## config.mk

```make
export PLATFORM = sky130hd
export DESIGN_NAME = topk_insert_buffer
export DESIGN_NICKNAME = d
export VERILOG_FILES = /design/src/rtl/topk_insert_buffer.sv
export SDC_FILE = /design/constraint.sdc
export NUM_CORES = 1
export LEC_CHECK = 0
export BUFFER_PORTS_ARGS = -buffer_cell sky130_fd_sc_hd__buf_2
export CORE_MARGIN = 2
export CORE_UTILIZATION = 47
export DETAILED_ROUTE_END_ITERATION = 7
export PLACE_DENSITY = 0.8
export SLEW_MARGIN = 20
export SYNTH_ARGS = -nofsm -noshare
export SYNTH_HDL_FRONTEND = slang
export SYNTH_SLANG_ARGS = --single-unit
```

## constraint.sdc

```tcl
create_clock -name clk -period 22.3 [get_ports clk]
set_clock_uncertainty 0.1 [all_clocks]
set_input_delay 3.345 -clock clk [delete_from_list [all_inputs] [get_ports clk]]
set_output_delay 3.345 -clock clk [all_outputs]
set_load 0.01 [all_outputs]
```

## src/rtl/topk_insert_buffer.sv

```systemverilog
// topk_insert_buffer: keeps the K nearest (distance, point_id) candidates of
// the current query as a list sorted ascending by distance. Each candidate
// is inserted with one parallel compare-and-shift per clock. A new entry is
// placed after any existing entries of equal distance, so earlier arrivals
// win ties. All outputs come straight from registers.
module topk_insert_buffer #(
  parameter int K          = 8,
  parameter int DIST_WIDTH = 32,
  parameter int ID_WIDTH   = 16
) (
  input  logic                      clk,
  input  logic                      rst,
  input  logic                      clear,
  input  logic                      cand_valid,
  input  logic [DIST_WIDTH-1:0]     cand_dist,
  input  logic [ID_WIDTH-1:0]       cand_id,
  output logic [K*DIST_WIDTH-1:0]   knn_dist_out,
  output logic [K*ID_WIDTH-1:0]     knn_id_out,
  output logic [K-1:0]              knn_valid_out,
  output logic [$clog2(K+1)-1:0]    count,
  output logic                      full,
  output logic [DIST_WIDTH-1:0]     worst_dist,
  output logic                      inserted
);

  localparam int CW = $clog2(K+1);
  localparam logic [CW-1:0]         K_CNT      = CW'(K);
  localparam logic [CW-1:0]         ONE_CNT    = CW'(1);
  localparam logic [CW-1:0]         ZERO_CNT   = CW'(0);
  localparam logic [DIST_WIDTH-1:0] DIST_EMPTY = {DIST_WIDTH{1'b1}};
  localparam logic [ID_WIDTH-1:0]   ID_EMPTY   = {ID_WIDTH{1'b0}};

  // Registered list state
  logic [DIST_WIDTH-1:0] dist_r [K];
  logic [ID_WIDTH-1:0]   id_r   [K];
  logic [K-1:0]          valid_r;
  logic [CW-1:0]         count_r;
  logic                  full_r;
  logic [DIST_WIDTH-1:0] worst_r;
  logic                  inserted_r;

  // Next-state values
  logic [DIST_WIDTH-1:0] dist_n_s [K];
  logic [ID_WIDTH-1:0]   id_n_s   [K];
  logic [K-1:0]          valid_n_s;
  logic [CW-1:0]         count_n_s;
  logic                  full_n_s;
  logic [DIST_WIDTH-1:0] worst_n_s;
  logic                  inserted_n_s;

  // Compare vector and insert position
  logic [K-1:0]          lt_s;
  logic                  found_s;
  int                    pos_s;

  // Per-slot strict less-than compare; an empty slot acts as +infinity.
  always_comb begin
    lt_s = {K{1'b0}};
    for (int i = 0; i < K; i++) begin
      lt_s[i] = !valid_r[i] || (cand_dist < dist_r[i]);
    end
  end

  // Priority-select the lowest slot whose compare fired.
  always_comb begin
    pos_s = K;
    for (int i = K - 1; i >= 0; i--) begin
      if (lt_s[i]) begin
        pos_s = i;
      end else begin
        pos_s = pos_s;
      end
    end
    found_s = |lt_s;
  end

  // Next list contents: clear/restart, shift-insert, or hold.
  always_comb begin
    for (int i = 0; i < K; i++) begin
      dist_n_s[i] = dist_r[i];
      id_n_s[i]   = id_r[i];
    end
    valid_n_s    = valid_r;
    count_n_s    = count_r;
    inserted_n_s = 1'b0;

    if (clear) begin
      for (int i = 0; i < K; i++) begin
        dist_n_s[i] = DIST_EMPTY;
        id_n_s[i]   = ID_EMPTY;
      end
      valid_n_s = {K{1'b0}};
      if (cand_valid) begin
        // First candidate of the new query lands directly in slot 0.
        dist_n_s[0]  = cand_dist;
        id_n_s[0]    = cand_id;
        valid_n_s[0] = 1'b1;
        count_n_s    = ONE_CNT;
        inserted_n_s = 1'b1;
      end else begin
        count_n_s    = ZERO_CNT;
        inserted_n_s = 1'b0;
      end
    end else if (cand_valid && found_s) begin
      if (pos_s == 0) begin
        dist_n_s[0]  = cand_dist;
        id_n_s[0]    = cand_id;
        valid_n_s[0] = 1'b1;
      end else begin
        dist_n_s[0]  = dist_r[0];
        id_n_s[0]    = id_r[0];
        valid_n_s[0] = valid_r[0];
      end
      // Slots above the insert point move down by one; old slot K-1 falls off.
      for (int i = 1; i < K; i++) begin
        if (i > pos_s) begin
          dist_n_s[i]  = dist_r[i-1];
          id_n_s[i]    = id_r[i-1];
          valid_n_s[i] = valid_r[i-1];
        end else if (i == pos_s) begin
          dist_n_s[i]  = cand_dist;
          id_n_s[i]    = cand_id;
          valid_n_s[i] = 1'b1;
        end else begin
          dist_n_s[i]  = dist_r[i];
          id_n_s[i]    = id_r[i];
          valid_n_s[i] = valid_r[i];
        end
      end
      if (full_r) begin
        count_n_s = count_r;
      end else begin
        count_n_s = count_r + ONE_CNT;
      end
      inserted_n_s = 1'b1;
    end else begin
      count_n_s    = count_r;
      inserted_n_s = 1'b0;
    end

    full_n_s  = (count_n_s == K_CNT);
    worst_n_s = full_n_s ? dist_n_s[K-1] : DIST_EMPTY;
  end

  // State registers with async reset; clear is handled in the next-state logic.
  always_ff @(posedge clk or posedge rst) begin
    if (rst) begin
      for (int i = 0; i < K; i++) begin
        dist_r[i] <= DIST_EMPTY;
        id_r[i]   <= ID_EMPTY;
      end
      valid_r    <= {K{1'b0}};
      count_r    <= ZERO_CNT;
      full_r     <= 1'b0;
      worst_r    <= DIST_EMPTY;
      inserted_r <= 1'b0;
    end else begin
      for (int i = 0; i < K; i++) begin
        dist_r[i] <= dist_n_s[i];
        id_r[i]   <= id_n_s[i];
      end
      valid_r    <= valid_n_s;
      count_r    <= count_n_s;
      full_r     <= full_n_s;
      worst_r    <= worst_n_s;
      inserted_r <= inserted_n_s;
    end
  end

  // Pack the registered slots onto the flat output buses.
  for (genvar g = 0; g < K; g++) begin : g_pack
    assign knn_dist_out[g*DIST_WIDTH +: DIST_WIDTH] = dist_r[g];
    assign knn_id_out[g*ID_WIDTH +: ID_WIDTH]       = id_r[g];
  end

  assign knn_valid_out = valid_r;
  assign count         = count_r;
  assign full          = full_r;
  assign worst_dist    = worst_r;
  assign inserted      = inserted_r;

endmodule
```

==> reports/metrics.csv <==
metric,value,unit
min_path_type,reg -> reg,
drive_above_1_share,0.290,
synth_top_cell_by_area,dfstp_2,
n_fill_cell,4753,
synthesis.nets,3053,
syn_to_final_growth,16.9,%
postRouteAntennaNets,0,
synth_most_common_cell,dfstp_2,
htreeDepth,2,
ir_drop,0.0602,mV
vias_per_cell,6.14,
place_hpwl,64600,µm
layout_min_cycle_time,7.93,ns
fin_crit_sh,0.356,
worst_slew_pin_slew,1.09,ns
drv_cap,0,
nets,3406,
synthFlopType,dfstp_2,
power_leakage,15.5,nW
cts_buffers,49,
first_global_vias,22800,
postCtsResizedCells,0,
arrival,8.34,ns
ff_latch_area,0.0111,mm²
grt_max_degree,165,
core-area,0.0549,mm²
yosysSeqAreaShare,0.428,
synth_seq_cells,430,
io_pins,482,
synth_enable_flop_cells,0,
antenna_found_initial,5,
drtPass1Iterations,6,
rsz0062_at_grt,no,
avgSynthCellArea,9.43,µm²
clock-sinks,430,
synthTopCellsByCount,"dfstp_2 (288), nand2_1 (266), inv_1 (265), ha_1 (249), nor2_1 (242)",
async_flop_share,1.00,
fmax,126,MHz
synth.area.top_cells,"dfstp_2 (29%), dfrtp_1 (14%), ha_1 (12%), mux2i_1 (6.9%), nand2_1 (3.8%)",
worstSetupPathType,in -> reg,
placed_area,0.0288,mm²
slew_violations,0,
cts_tree,yes,
clk_latency,0.59,ns
die-area,0.0571,mm²
via_count,23600,
design_area,0.0303,mm²
port_buffers,481,
antenna_cells,0,
status,"finished, final reports clean",
clockBufferDepth,3,
root_buffer,clkbuf_16,
path_clk_slew,0.06,ns
maxSlewHeadroom,0.271,
cp_max_fo,33,
endpoint_kind,flop,
wl_per_cell,24.0,µm
die_x,239,µm
synthDistinctLibCells,68,
start_kind,input port,
fin_tns_setup,0,ns
fin_util,0.553,
finalSetupViolCount,0,
grt_usage,0.316,
drt_iter0_drc,2097,
p_total,2.01,mW
synth_area,0.0260,mm²
gp_congestion,0.910,
start_util,0.473,
die_h,239,µm
synthDominantCellAreaShare,0.292,
post_cts_buffers,0,
hold_violations,0,
drc,0,
wl,92300,µm
crit_required,22.71,ns
power.density,66.3,mW/mm²
multi_input_area,0.0130,mm²
fp-row-count,86,
holdBufCountCts,0,
grt-ovfl-total,0,
yosysWarnings,0,
synthCells,2752,
grt_pass1_wl,139000,µm
==> worst max-delay path: stages <==
cell and delay (ns):
buf_2 0.23, ha_1 0.37, nand2_1 0.05, o21ai_0 0.30
a21oi_1 0.24, o21ai_0 0.80, a41oi_4 0.28, nor3_4 0.63
buf_4 0.64, nand2b_1 0.71, buf_4 0.41, a211oi_1 0.09
o21ai_0 0.18
==> state kept, by name, indices dropped and copies added, names as in the netlist <==
name / flops
knn_id_out: 128
worst_dist: 32
full: 1
knn_dist_out: 256
knn_valid_out: 8
inserted: 1
count: 4
==> kinds of logic after synthesis <==
logic type	synth area share
compound gates	0.200
xor+xnor	0.00101
fa+ha+maj	0.120
buf+inv	0.0734
flops	0.428
mux	0.0694
simple gates	0.107
==> area by class of cell <==
| type | count | area share |
|---|---|---|
| multi-input cells | 1840 | 0.430 |
| flip-flops and latches | 430 | 0.367 |
| inverters | 266 | 0.0332 |
| repair buffers | 518 | 0.0898 |
| clock inverters | 7 | 0.00153 |
| well taps | 704 | 0.0290 |
| clock buffers | 80 | 0.0496 |
==> worst paths after layout <==
kind / from / endpoint / slack [ns] / cells past startpoint
min: knn_dist_out[0] / knn_dist_out[0] / 0.39 / 2
max reg2reg: knn_dist_out[2] / knn_dist_out[71] / 16.84 / 13
min in group asynchronous: rst / knn_dist_out[35] / 3.22 / 2
min reg2reg: knn_dist_out[0] / knn_dist_out[0] / 0.39 / 2
max: cand_dist[2] / knn_dist_out[71] / 14.37 / 13
max in group asynchronous: rst / knn_valid_out[2] / 17.10 / 4
==> placed cells by master (no fill, tap or decap), types with 12 or more instances in the layout <==
cell	count
buf_2	480
dfstp_2	288
nand2_1	264
inv_1	263
ha_1	249
nor2_1	234
mux2i_1	180
a21oi_1	147
o21ai_0	145
dfrtp_1	142
a211oi_1	109
o211ai_1	102
clkbuf_16	51
nand2b_1	47
a221oi_1	36
o221ai_1	35
buf_4	35
a2bb2oi_1	33
a32oi_1	32
a22oi_1	32
nand4_1	30
nand3_1	24
clkbuf_1	17
o2bb2ai_1	16
o21ai_1	12
clkbuf_8	12
==> routing by layer <==
metal	wire length [µm]	global-route usage
met3	9230	0.0819
met1	35400	0.401
met4	5240	0.163
met5	48	0
met2	42300	0.498
==> metrics by stage <==
step           instances  hold slack [ns]  setup slack (ns)
6_report            3845            0.392             14.37
5_1_grt             3845            0.420             14.13
4_1_cts             3844            0.390             14.44
3_5_place_dp        3757            0.380             13.85
3_3_place_gp        3757            0.378             13.93
2_1_floorplan       2752            0.375              7.36
==> where the power goes <==
part,total (mW),internal (mW),switching (mW)
Combinational,0.332,0.114,0.218
Sequential,0.881,0.839,0.0418
Clock,0.797,0.458,0.338
Total,2.01,1.41,0.598
Note: power is estimated with default switching activity, not from simulation.
